`src/rtl/prefix_ctrl_decoder.sv`:
```
// Control decoder for the PREP-prefixed ISA: chained prefix windows, sticky halt,
// flush squash and a saturating illegal-op counter.
module prefix_ctrl_decoder #(
  parameter  int IMM_W    = 6,
  parameter  int MAX_PREP = 2,
  parameter  int CNT_W    = 8,
  localparam int PREP_W   = IMM_W * MAX_PREP,
  localparam int DEPTH_W  = $clog2(MAX_PREP + 1)
) (
  input  logic               clk,
  input  logic               reset,
  input  logic               instr_valid,
  input  logic [2:0]         opcode,
  input  logic [IMM_W-1:0]   imm,
  input  logic               flush,
  output logic               WritePrepReg,
  output logic               ReadPrepReg,
  output logic               WriteEnabled,
  output logic               DataWrite,
  output logic               DataRead,
  output logic [2:0]         ALUOp,
  output logic               controlBranch,
  output logic               aluRegSource,
  output logic               aluConstantOrOne,
  output logic               saveAluToReg,
  output logic               prepCommand,
  output logic [PREP_W-1:0]  prep_value,
  output logic [DEPTH_W-1:0] prep_depth,
  output logic               halted,
  output logic               illegal,
  output logic [CNT_W-1:0]   err_count
);

  typedef enum logic [1:0] {
    S_NORMAL,
    S_PREFIXED,
    S_HALTED
  } state_t;

  state_t             r_state;
  logic [PREP_W-1:0]  r_prep_value;
  logic [DEPTH_W-1:0] r_depth;
  logic [CNT_W-1:0]   r_err_count;

  logic               w_active;
  logic               w_room;
  logic               w_illegal;
  logic [PREP_W-1:0]  w_shifted;

  // A decoded instruction only exists when nothing squashes it this cycle.
  assign w_active  = instr_valid && !reset && !flush && (r_state != S_HALTED);
  assign w_room    = (r_depth < DEPTH_W'(MAX_PREP));
  assign w_shifted = PREP_W'({r_prep_value, imm});

  always_comb begin
    w_illegal = 1'b0;
    if (w_active) begin
      case (r_state)
        S_NORMAL:   w_illegal = (opcode == 3'b110);
        S_PREFIXED: w_illegal = (opcode[2:1] == 2'b11) || ((opcode == 3'b101) && !w_room);
        default:    w_illegal = 1'b0;
      endcase
    end
  end

  always_comb begin
    WritePrepReg     = 1'b0;
    ReadPrepReg      = 1'b0;
    WriteEnabled     = 1'b0;
    DataWrite        = 1'b0;
    DataRead         = 1'b0;
    ALUOp            = 3'b000;
    controlBranch    = 1'b0;
    aluRegSource     = 1'b0;
    aluConstantOrOne = 1'b0;
    saveAluToReg     = 1'b0;
    prepCommand      = 1'b0;
    if (w_active && !w_illegal) begin
      if (r_state == S_NORMAL) begin
        case (opcode)
          3'b000: begin
            WritePrepReg = 1'b1;
            WriteEnabled = 1'b1;
            prepCommand  = 1'b1;
          end
          3'b001: begin
            WriteEnabled     = 1'b1;
            aluConstantOrOne = 1'b1;
            saveAluToReg     = 1'b1;
            ALUOp            = imm[0] ? 3'b000 : 3'b001;
          end
          3'b010: begin
            WriteEnabled = 1'b1;
            aluRegSource = 1'b1;
            saveAluToReg = 1'b1;
            ALUOp        = 3'b010;
          end
          3'b011, 3'b100, 3'b101: begin
            WriteEnabled = 1'b1;
            saveAluToReg = 1'b1;
            ALUOp        = opcode;
          end
          default: ;
        endcase
      end else begin
        ReadPrepReg = 1'b1;
        case (opcode)
          3'b000: begin
            WriteEnabled = 1'b1;
            aluRegSource = 1'b1;
            saveAluToReg = 1'b1;
            ALUOp        = 3'b110;
          end
          3'b001: begin
            controlBranch = 1'b1;
            aluRegSource  = 1'b1;
            ALUOp         = 3'b010;
          end
          3'b010: begin
            WriteEnabled = 1'b1;
            DataRead     = 1'b1;
            aluRegSource = 1'b1;
          end
          3'b011: begin
            DataWrite    = 1'b1;
            aluRegSource = 1'b1;
          end
          3'b100: WriteEnabled = 1'b1;
          3'b101: begin
            WritePrepReg = 1'b1;
            WriteEnabled = 1'b1;
            saveAluToReg = 1'b1;
            ALUOp        = 3'b100;
          end
          default: ;
        endcase
      end
    end
  end

  always_ff @(posedge clk or posedge reset) begin
    if (reset) begin
      r_state      <= S_NORMAL;
      r_prep_value <= '0;
      r_depth      <= '0;
      r_err_count  <= '0;
    end else if (r_state != S_HALTED) begin
      if (flush) begin
        r_state      <= S_NORMAL;
        r_prep_value <= '0;
        r_depth      <= '0;
      end else if (instr_valid) begin
        if (w_illegal && (r_err_count != '1))
          r_err_count <= r_err_count + CNT_W'(1);
        case (r_state)
          S_NORMAL: begin
            if (opcode == 3'b000) begin
              r_state      <= S_PREFIXED;
              r_prep_value <= PREP_W'(imm);
              r_depth      <= DEPTH_W'(1);
            end else if (opcode == 3'b111) begin
              r_state <= S_HALTED;
            end
          end
          S_PREFIXED: begin
            // PSFT with room extends the window; every other op (legal or not) closes it.
            if ((opcode == 3'b101) && w_room) begin
              r_prep_value <= w_shifted;
              r_depth      <= r_depth + DEPTH_W'(1);
            end else begin
              r_state      <= S_NORMAL;
              r_prep_value <= '0;
              r_depth      <= '0;
            end
          end
          default: ;
        endcase
      end
    end
  end

  assign prep_value = r_prep_value;
  assign prep_depth = r_depth;
  assign halted     = (r_state == S_HALTED);
  assign illegal    = w_illegal;
  assign err_count  = r_err_count;

endmodule

```
`config.mk`:
```
export PLATFORM = sky130hd
export DESIGN_NAME = prefix_ctrl_decoder
export DESIGN_NICKNAME = d
export VERILOG_FILES = /design/src/rtl/prefix_ctrl_decoder.sv
export SDC_FILE = /design/constraint.sdc
export NUM_CORES = 1
export LEC_CHECK = 0
export BUFFER_PORTS_ARGS = -buffer_cell sky130_fd_sc_hd__buf_4
export CAP_MARGIN = 10
export CORE_MARGIN = 8
export CORE_UTILIZATION = 52
export DETAILED_ROUTE_END_ITERATION = 16
export GPL_TIMING_DRIVEN = 0
export PLACE_DENSITY = 0.91
export SETUP_SLACK_MARGIN = 0.05
export SLEW_MARGIN = 20
export SYNTH_ARGS = -nofsm -noshare
export SYNTH_HDL_FRONTEND = slang
export SYNTH_SLANG_ARGS = --single-unit
```
`constraint.sdc`:
```
create_clock -name clk -period 3.61 [get_ports clk]
set_input_delay 0.361 -clock clk [delete_from_list [all_inputs] [get_ports clk]]
set_output_delay 0.361 -clock clk [all_outputs]
set_load 0.005 [all_outputs]
```
==> metrics.md, run 1 <==
| Metric | Value |
|---|---|
| Status | completed |
| HPWL Detailed | about 2800 um |
| CP cell instances | clkbuf_1, nor2_1, nand2_1, a2111oi_0, buf_4 |
| Reg-to-reg slack, setup | around 1700 ps |
| I/O pin count | 50 |
| Slew margin rel. | 0.404 |
| Final setup violation count | 0 |
| GR Util met3 | 0.0305 |
| Initial antenna violation count | 0 |
| Diode count | 0 |
| Setup bufs post-CTS | 0 |
| WP buf/inv | 2 |
| Peak supply drop | between 0.2 and 0.3 mV |
| Post-synthesis simple-gate area fraction | 0.268 |
| Setup crit end kind | primary output |
| Grt ovf | 0 |
| Number of vias after detailed routing | about 1200 |
| Finished Core Util | 0.728 |
| Starting density of the core | 0.540 |
| Sequential area share after synthesis | 0.458 |
| CP Launch Type | flip-flop |
| First-pass GRT wire length | 5800 um |
| Period utilization | 0.686 |
| Final Hold Fails | 0 |
| Drc violations | 0 |
| CTS tree | done |
| Adder-cell area share of the yosys netlist | 0.00953 |
| Routed WL per cell | 17.3 um |
| Hold Crit Class | primary input to flip-flop |
| Post-CTS Hold Buffers | 0 |
| Die Ht | 66.2 um |
| Mux contribution to synthesized area | 0.0172 |
| Worst Hold Depth | 2 |
| Gate Count Post-Synth | 128 |
| Die Width | around 66 um |
| Layout cell share with drive strength beyond 1 | 0.343 |
| Multi-input logic area | a little under 700 um^2 |
| Via density | a little under 6 |
| Cell row count | 18 |
| Post-synthesis cell type count | 37 |
| Delay-heaviest family, CP | simple AND/OR/NAND/NOR gates |
| Post-synthesis compound-gate area fraction | 0.176 |
| GP Congestion | 0.884 |
| Root Buffer | clkbuf_4 |
| Fmax | approximately 400 MHz |
| M1 GR Usage | 0.177 |
| Maximum clock path buffer count | 2 |
| 1st-pass router iterations | 7 |
| Arrival time worst endpoint | about 2100 ps |
| Yosys reg bits | 24 |
| Routed WL | between 3000 and 4000 um |
| Synth area leaders | dfrtp_1, a22o_1, xnor2_1, nor2_1, nor3_1 |
| Post-Syn Area per Cell | 10.3 um^2 |
| Initial DRC Count | 71 |
| Slew @ Worst Pin | a little under 900 ps |
| DP Worst Slack | 1360 ps |
| Worst Reg-to-Reg Cells | 5 |
| All-layer global routing usage | 0.166 |
| CP Data Required Time | roughly 3300 ps |
| Largest net degree at the start of global routing | 25 |
| P_leak | between 0.8 and 0.9 nW |
| Pwr Density | 363 nW/um^2 |
| Syn-to-layout area delta | 34.9% |
| Total Power | about 0.00064 W |
| Met2 global-route usage | 0.312 |
| Vias in the first global route | 1253 |
| Area leader, netlist | dfrtp_1 |
| Remaining antenna violation count | 0 |
| Later-pin clock latency in the skew report | between 300 and 400 ps |
| Largest family of logic cells by synthesized area | simple AND/OR/NAND/NOR gates |
| Fillers | approximately 170 |
| Setup ws final | 1130 ps |
| PortBufs | between 40 and 50 |
| Max Cap Viol | 0 |
| Post-CTS sizing | 0 |
| CP Depth | 5 |
| Synth warn | 0 |
| Clock Pin Slew Worst Setup and Hold Paths | about 130 ps |
| Die ar. | ~4400 um^2 |
| CP Max Fanout | 10 |
| WS Path Type | flip-flop to primary output |
| Reg area | 601 um^2 |
| CTS Sinks | 24 |
| Post-synth top area share | 0.458 |
| Slowest CP cell | nor2_1 |
| H-tree depth | 1 |
| Fin Setup TNS | 0 ps |
| CORE AREA | around 2400 um^2 |
| Net Count, Synth | around 140 |
| Min cycle time layout | roughly 2500 ps |
| Max Slew Vio Count | 0 |
| CTS Buf Count | 3 |
| Final setup skew | 9.06 ps |
| GR peak layer | met2 |
| Final layout net count | approximately 200 |
| Post-Syn Area | 1310 um^2 |
| RSZ-0062 raised after global routing | false |
| Slowest cell delay on critical path | between 500 and 600 ps |
| Post-synthesis xor/xnor area fraction | 0.0467 |
[sequential cells by signal, summed over array words and instances (netlist names)]
name / cells
prep_value: 12
err_count: 8
prep_depth: 2
r_state: 2
[synthesized netlist by cell type]
library cell	n
and4b_1	1
nor3_4	1
a22o_1	14
dfrtp_1	24
nand4_1	2
o21ai_0	3
or2_1	1
nand2b_1	4
nand3b_1	1
xnor2_1	6
nor2b_1	2
a21oi_1	6
inv_1	2
clkbuf_1	4
mux2_1	2
or3_4	1
nand3_1	3
or3_1	3
o21ai_1	1
nor2_1	12
ha_1	1
o41ai_1	1
nand2_1	6
nor2_4	1
buf_2	2
xor2_1	1
nor4_2	1
or4b_4	1
a31oi_1	1
a2111oi_0	1
nand2b_4	1
and4_1	3
and2_1	3
a2111oi_4	1
o21a_1	1
nor4_1	2
nor3_1	8
[cell usage in the layout, fill, tap and decap left out, types with 2 or more instances in the layout]
master / n
a21oi_1: 6
a22o_1: 14
and2_1: 3
and4_1: 3
buf_2: 2
buf_4: 49
clkbuf_1: 4
clkbuf_4: 3
dfrtp_1: 24
inv_1: 2
mux2_1: 2
nand2_1: 6
nand2b_1: 4
nand3_1: 3
nand4_1: 2
nor2_1: 12
nor2b_1: 2
nor3_1: 8
nor4_1: 2
o21ai_0: 3
or3_1: 3
xnor2_1: 6
[where the power goes]
group	leakage, nW	total (W)	switching (W)	internal (W)
logic	0.496	0.000146	0.0000816	0.0000649
registers	0.330	0.000298	0.0000148	0.000283
clock network	0.0279	0.000198	0.0000854	0.000112
total	0.854	0.000642	0.000182	0.000461
[final timing paths]
check / start / endpoint
worst max-delay path: r_state[1]$_DFFE_PP0P_ / ALUOp[0]
worst min-delay path: flush / r_state[0]$_DFFE_PP0P_
worst max register to register: prep_depth[1]$_DFFE_PP0P_ / err_count[7]$_DFFE_PP0P_
worst min register to register: err_count[5]$_DFFE_PP0P_ / err_count[5]$_DFFE_PP0P_
max in group asynchronous: reset / err_count[3]$_DFFE_PP0P_
min in group asynchronous: reset / err_count[5]$_DFFE_PP0P_
[cells by family (layout without fill, tap and decap cells)]
logic type,count (synthesis),after routing
AOI/OAI and AO/OA,29,29
xor gates and xnor gates,7,7
adders and majority gates,1,1
buffers and inverters,8,61
DFF,24,24
muxes,2,2
and+or+nand+nor,57,57
[metal layers]
metal	wire, um	vias up
met5	0	-
met4	87	0
met3	264	9
met2	1880	61
met1	1420	581
li1	-	579
[per-stage QoR]
stage | cell area, um^2 | hold slack (ps) | instances
3_5_place_dp | 1720 | 494 | 207
2_1_floorplan | 1310 | 376 | 128
4_1_cts | 1770 | 202 | 211
5_1_grt | 1770 | 204 | 211
6_report | 1770 | 203 | 211
3_3_place_gp | 1720 | 480 | 207
[layout make-up]
| type | instances | area share |
|---|---|---|
| sequential | 24 | 0.339 |
| timing repair buffer | 49 | 0.208 |
| inverter | 2 | 0.00424 |
| tap | 30 | 0.0212 |
| buffer | 6 | 0.0141 |
| multi-input combinational | 96 | 0.384 |
| clock inverter | 1 | 0.0170 |
| clock buffer | 3 | 0.0127 |
(Power assumes the default switching activity.)
==> inputs of run 2 (changes only) <==
--- a/config.mk
+++ b/config.mk
@@ -8,10 +8,10 @@
 export BUFFER_PORTS_ARGS = -buffer_cell sky130_fd_sc_hd__buf_4
 export CAP_MARGIN = 10
 export CORE_MARGIN = 8
-export CORE_UTILIZATION = 52
+export CORE_UTILIZATION = 43
 export DETAILED_ROUTE_END_ITERATION = 16
 export GPL_TIMING_DRIVEN = 0
-export PLACE_DENSITY = 0.91
+export PLACE_DENSITY = 0.81
 export SETUP_SLACK_MARGIN = 0.05
 export SLEW_MARGIN = 20
 export SYNTH_ARGS = -nofsm -noshare
==> constraint.sdc (replaced) <==
create_clock -name clk -period 2.05 [get_ports clk]
set_input_delay 0.205 -clock clk [delete_from_list [all_inputs] [get_ports clk]]
set_output_delay 0.205 -clock clk [all_outputs]
set_load 0.005 [all_outputs]
==> run 2 against run 1 <==
Against the previous run: the run now ends with setup timing left; combinational power up 150%; setup slack worse by 1200 ps; non-clock buffer count up 8; cell area up 12%; largest cell class unchanged; highest routed layer unchanged.
==> metrics.md, run 2 (same netlist as run 1, synthesis figures left out) <==
| Metric | Value |
|---|---|
| Fin area | 1990 um^2 (+12%) |
| Area after DPL | 1720 um^2 (+0.22%) |
| Diode count | 0 (unchanged) |
| Worst Hold Depth | 2 (unchanged) |
| Setup ws final | -108 ps (-1240 ps) |
| Initial antenna violation count | 0 (unchanged) |
| Grt ovf | 0 (unchanged) |
| CTS Buf Count | 3 (unchanged) |
| CORE AREA | 2980 um^2 (+22%) |
| Die Ht | 71.3 um (+7.6%) |
| Sw Ratio | 0.315 (+0.0316) |
| Clock Power Share | 0.216 (-0.092) |
| CP Max Fanout | 3 (-7) |
| Maximum clock path buffer count | 2 (unchanged) |
| PortBufs | 49 (unchanged) |
| GP Congestion | 0.785 (-11%) |
| CTS tree | done |
| Slew @ Worst Pin | 873 ps (-20.0 ps) |
| 1st-pass router iterations | 4 (-3) |
| Peak supply drop | 0.246 mV (-17%) |
| Largest net degree at the start of global routing | 25 (unchanged) |
| WS Path Type | flip-flop to primary output |
| Root Buffer | clkbuf_4 |
| Final layout net count | 204 (+4.1%) |
| Layout cell share with drive strength beyond 1 | 0.487 (+0.144) |
| HP Start | flush |
| Most common cell after layout, fill and taps aside | buf_4 |
| H-tree depth | 1 (unchanged) |
| Hold Path End | r_state[0]$_DFFE_PP0P_ |
| Seq pwr share | 0.464 (about the same) |
| Combinational share of power | 0.320 (+0.092) |
| Die ar. | 5080 um^2 (+16%) |
| CP cell instances | nor2b_4, or3_4, or3_4, buf_6, nor2_4, buf_6 |
| Commonest non-fill, non-tap cells in the layout | buf_4, dfrtp_1, a22o_1 |
| Number of vias after detailed routing | 1264 (+2.8%) |
| Min cycle time layout | 2160 ps |
| All-layer global routing usage | 0.140 (-0.0259) |
| First-pass GRT wire length | 5970 um (+2.9%) |
| Post-CTS Hold Buffers | 0 (unchanged) |
| Fillers | 250 (+45%) |
| Routed WL per cell | 17.5 um (+1.0%) |
| Max Cap Viol | 0 (unchanged) |
| Final setup skew | 4.48 ps (-4.58 ps) |
| DP Worst Slack | 76.0 ps (-1280 ps) |
| P_leak | 0.921 nW (+7.8%) |
| Reg2reg end | err_count[1]$_DFFE_PP0P_ |
| Syn-to-layout area delta | 51.5% |
| Status | finished with violations |
| Setup crit end kind | primary output |
| Cell internal pwr | 0.000773 W (+68%) |
| CTS Sinks | 24 (unchanged) |
| Slew margin rel. | 0.417 (+0.0133) |
| Worst Reg-to-Reg Cells | 5 (unchanged) |
| Vias in the first global route | 1329 (+6.1%) |
| Max Slew Vio Count | 0 (unchanged) |
| Via density | 5.69 (-2.3%) |
| Arrival time worst endpoint | 1950 ps (-170 ps) |
| Reg-to-reg slack, setup | 90 ps (-1590 ps) |
| HPWL Detailed | 2660 um (-3.6%) |
| Failing checks | setup timing |
| Later-pin clock latency in the skew report | 310 ps (-20 ps) |
| I/O pin count | 50 (unchanged) |
| Drc violations | 0 (unchanged) |
| CP Data Required Time | 1850 ps (-1400 ps) |
| Sw power | 0.000355 W (+95%) |
| Remaining antenna violation count | 0 (unchanged) |
| Slowest cell delay on critical path | 440 ps (-80 ps) |
| RSZ-0062 raised after global routing | true |
| Clock Pin Slew Worst Setup and Hold Paths | 120 ps (about the same) |
| Final Hold Fails | 0 (unchanged) |
| Cell row count | 20 (+2) |
| Slowest CP cell | or3_4 |
| Period utilization | 1.05 |
| Max FFs per register | 12 (unchanged) |
| Die Width | 71.3 um (+7.6%) |
| Fmax | about 460 MHz |
| Reg-to-Reg Start | r_state[1]$_DFFE_PP0P_ |
| Routed WL | 3890 um (+6.3%) |
| Starting density of the core | 0.441 (-0.0989) |
| Initial DRC Count | 78 (+9.9%) |
| Final setup violation count | 9 (+9) |
| Pwr Density | 567 nW/um^2 (+56%) |
| Hold Crit Class | primary input to flip-flop |
| CP Launch Type | flip-flop |
-- run 2: cell types whose count changed in the layout (fill, tap and decap cells not counted), moves of 3 or more --
cell / delta
buf_6: +7
nor2_1: -5
buf_4: +3
nor3_2: +4
nor2_4: +4
nor3_1: -4
-- run 2: worst max path at each step --
stage                                    from                  endpoint  slack (ps)  cells after the start
global placement                        flush                  ALUOp[0]         100                      6
finish                 r_state[1]$_DFFE_PP0P_             controlBranch        -110                      6
floorplan           prep_depth[1]$_DFFE_PP0P_  err_count[7]$_DFFE_PP0P_         250                      5
CTS                    r_state[1]$_DFFE_PP0P_               prepCommand        -120                      5
global route           r_state[1]$_DFFE_PP0P_          aluConstantOrOne        -180                      6
detailed placement     r_state[1]$_DFFE_PP0P_                  ALUOp[0]          80                      5
-- run 2: layout make-up --
cell class / instances / area, um^2 / area share
buffer: 6 / 36.3 / 0.0183
timing repair buffer: 57 / 450 / 0.227
multi-input combinational: 96 / 815 / 0.410
clock buffer: 4 / 36.3 / 0.0183
inverter: 2 / 7.51 / 0.00378
tap: 33 / 41.3 / 0.0208
sequential: 24 / 602 / 0.303
-- run 2: power groups by stage --
| stage | clock network, W | logic, W | registers, W |
|---|---|---|---|
| global route | 0.000259 | 0.000390 | 0.000528 |
| floorplan | 0 | 0.000149 | 0.000531 |
| CTS | 0.000246 | 0.000287 | 0.000523 |
| detailed placement | 0 | 0.000258 | 0.000533 |
| global placement | 0 | 0.000245 | 0.000530 |
| finish | 0.000243 | 0.000361 | 0.000524 |
-- run 2: per-stage QoR --
step | utilization | std cells | total power, W | hold WS, ps | TNS (ps)
after floorplan | - | 128 | 0.000679 | 220 | 0
after global placement | 0.578 | 210 | 0.000776 | 385 | 0
after detailed placement | 0.578 | 210 | 0.000791 | 395 | 0
after CTS | 0.616 | 218 | 0.00106 | 54.2 | -526
after global routing | 0.668 | 222 | 0.00118 | 53.2 | -1440
final | 0.668 | 222 | 0.00113 | 60.7 | -557
-- run 2: metal layers --
metal / vias to the layer above / part of all wire / GRT usage
li1: 601 / - / -
met1: 619 / 0.40 / 0.152
met2: 36 / 0.53 / 0.257
met3: 8 / 0.047 / 0.0293
met4: 0 / 0.016 / 0.0554
met5: - / 0 / 0
-- run 2: repair_timing --
item                                    4_1_cts  5_1_grt
cloned                                        0        0
gates resized for setup                      14       32
setup buffers                                 4        5
endpoints found under the setup margin       12       15
pin swaps                                     2       15
-- run 2: worst max-delay path, delay by kind of cell (launching register included) --
| family | cells | cell delay (ps) |
|---|---|---|
| buffers and inverters | 2 | 230 |
| AND/OR/NAND/NOR | 4 | 1020 |
| flip-flops | 1 | 400 |
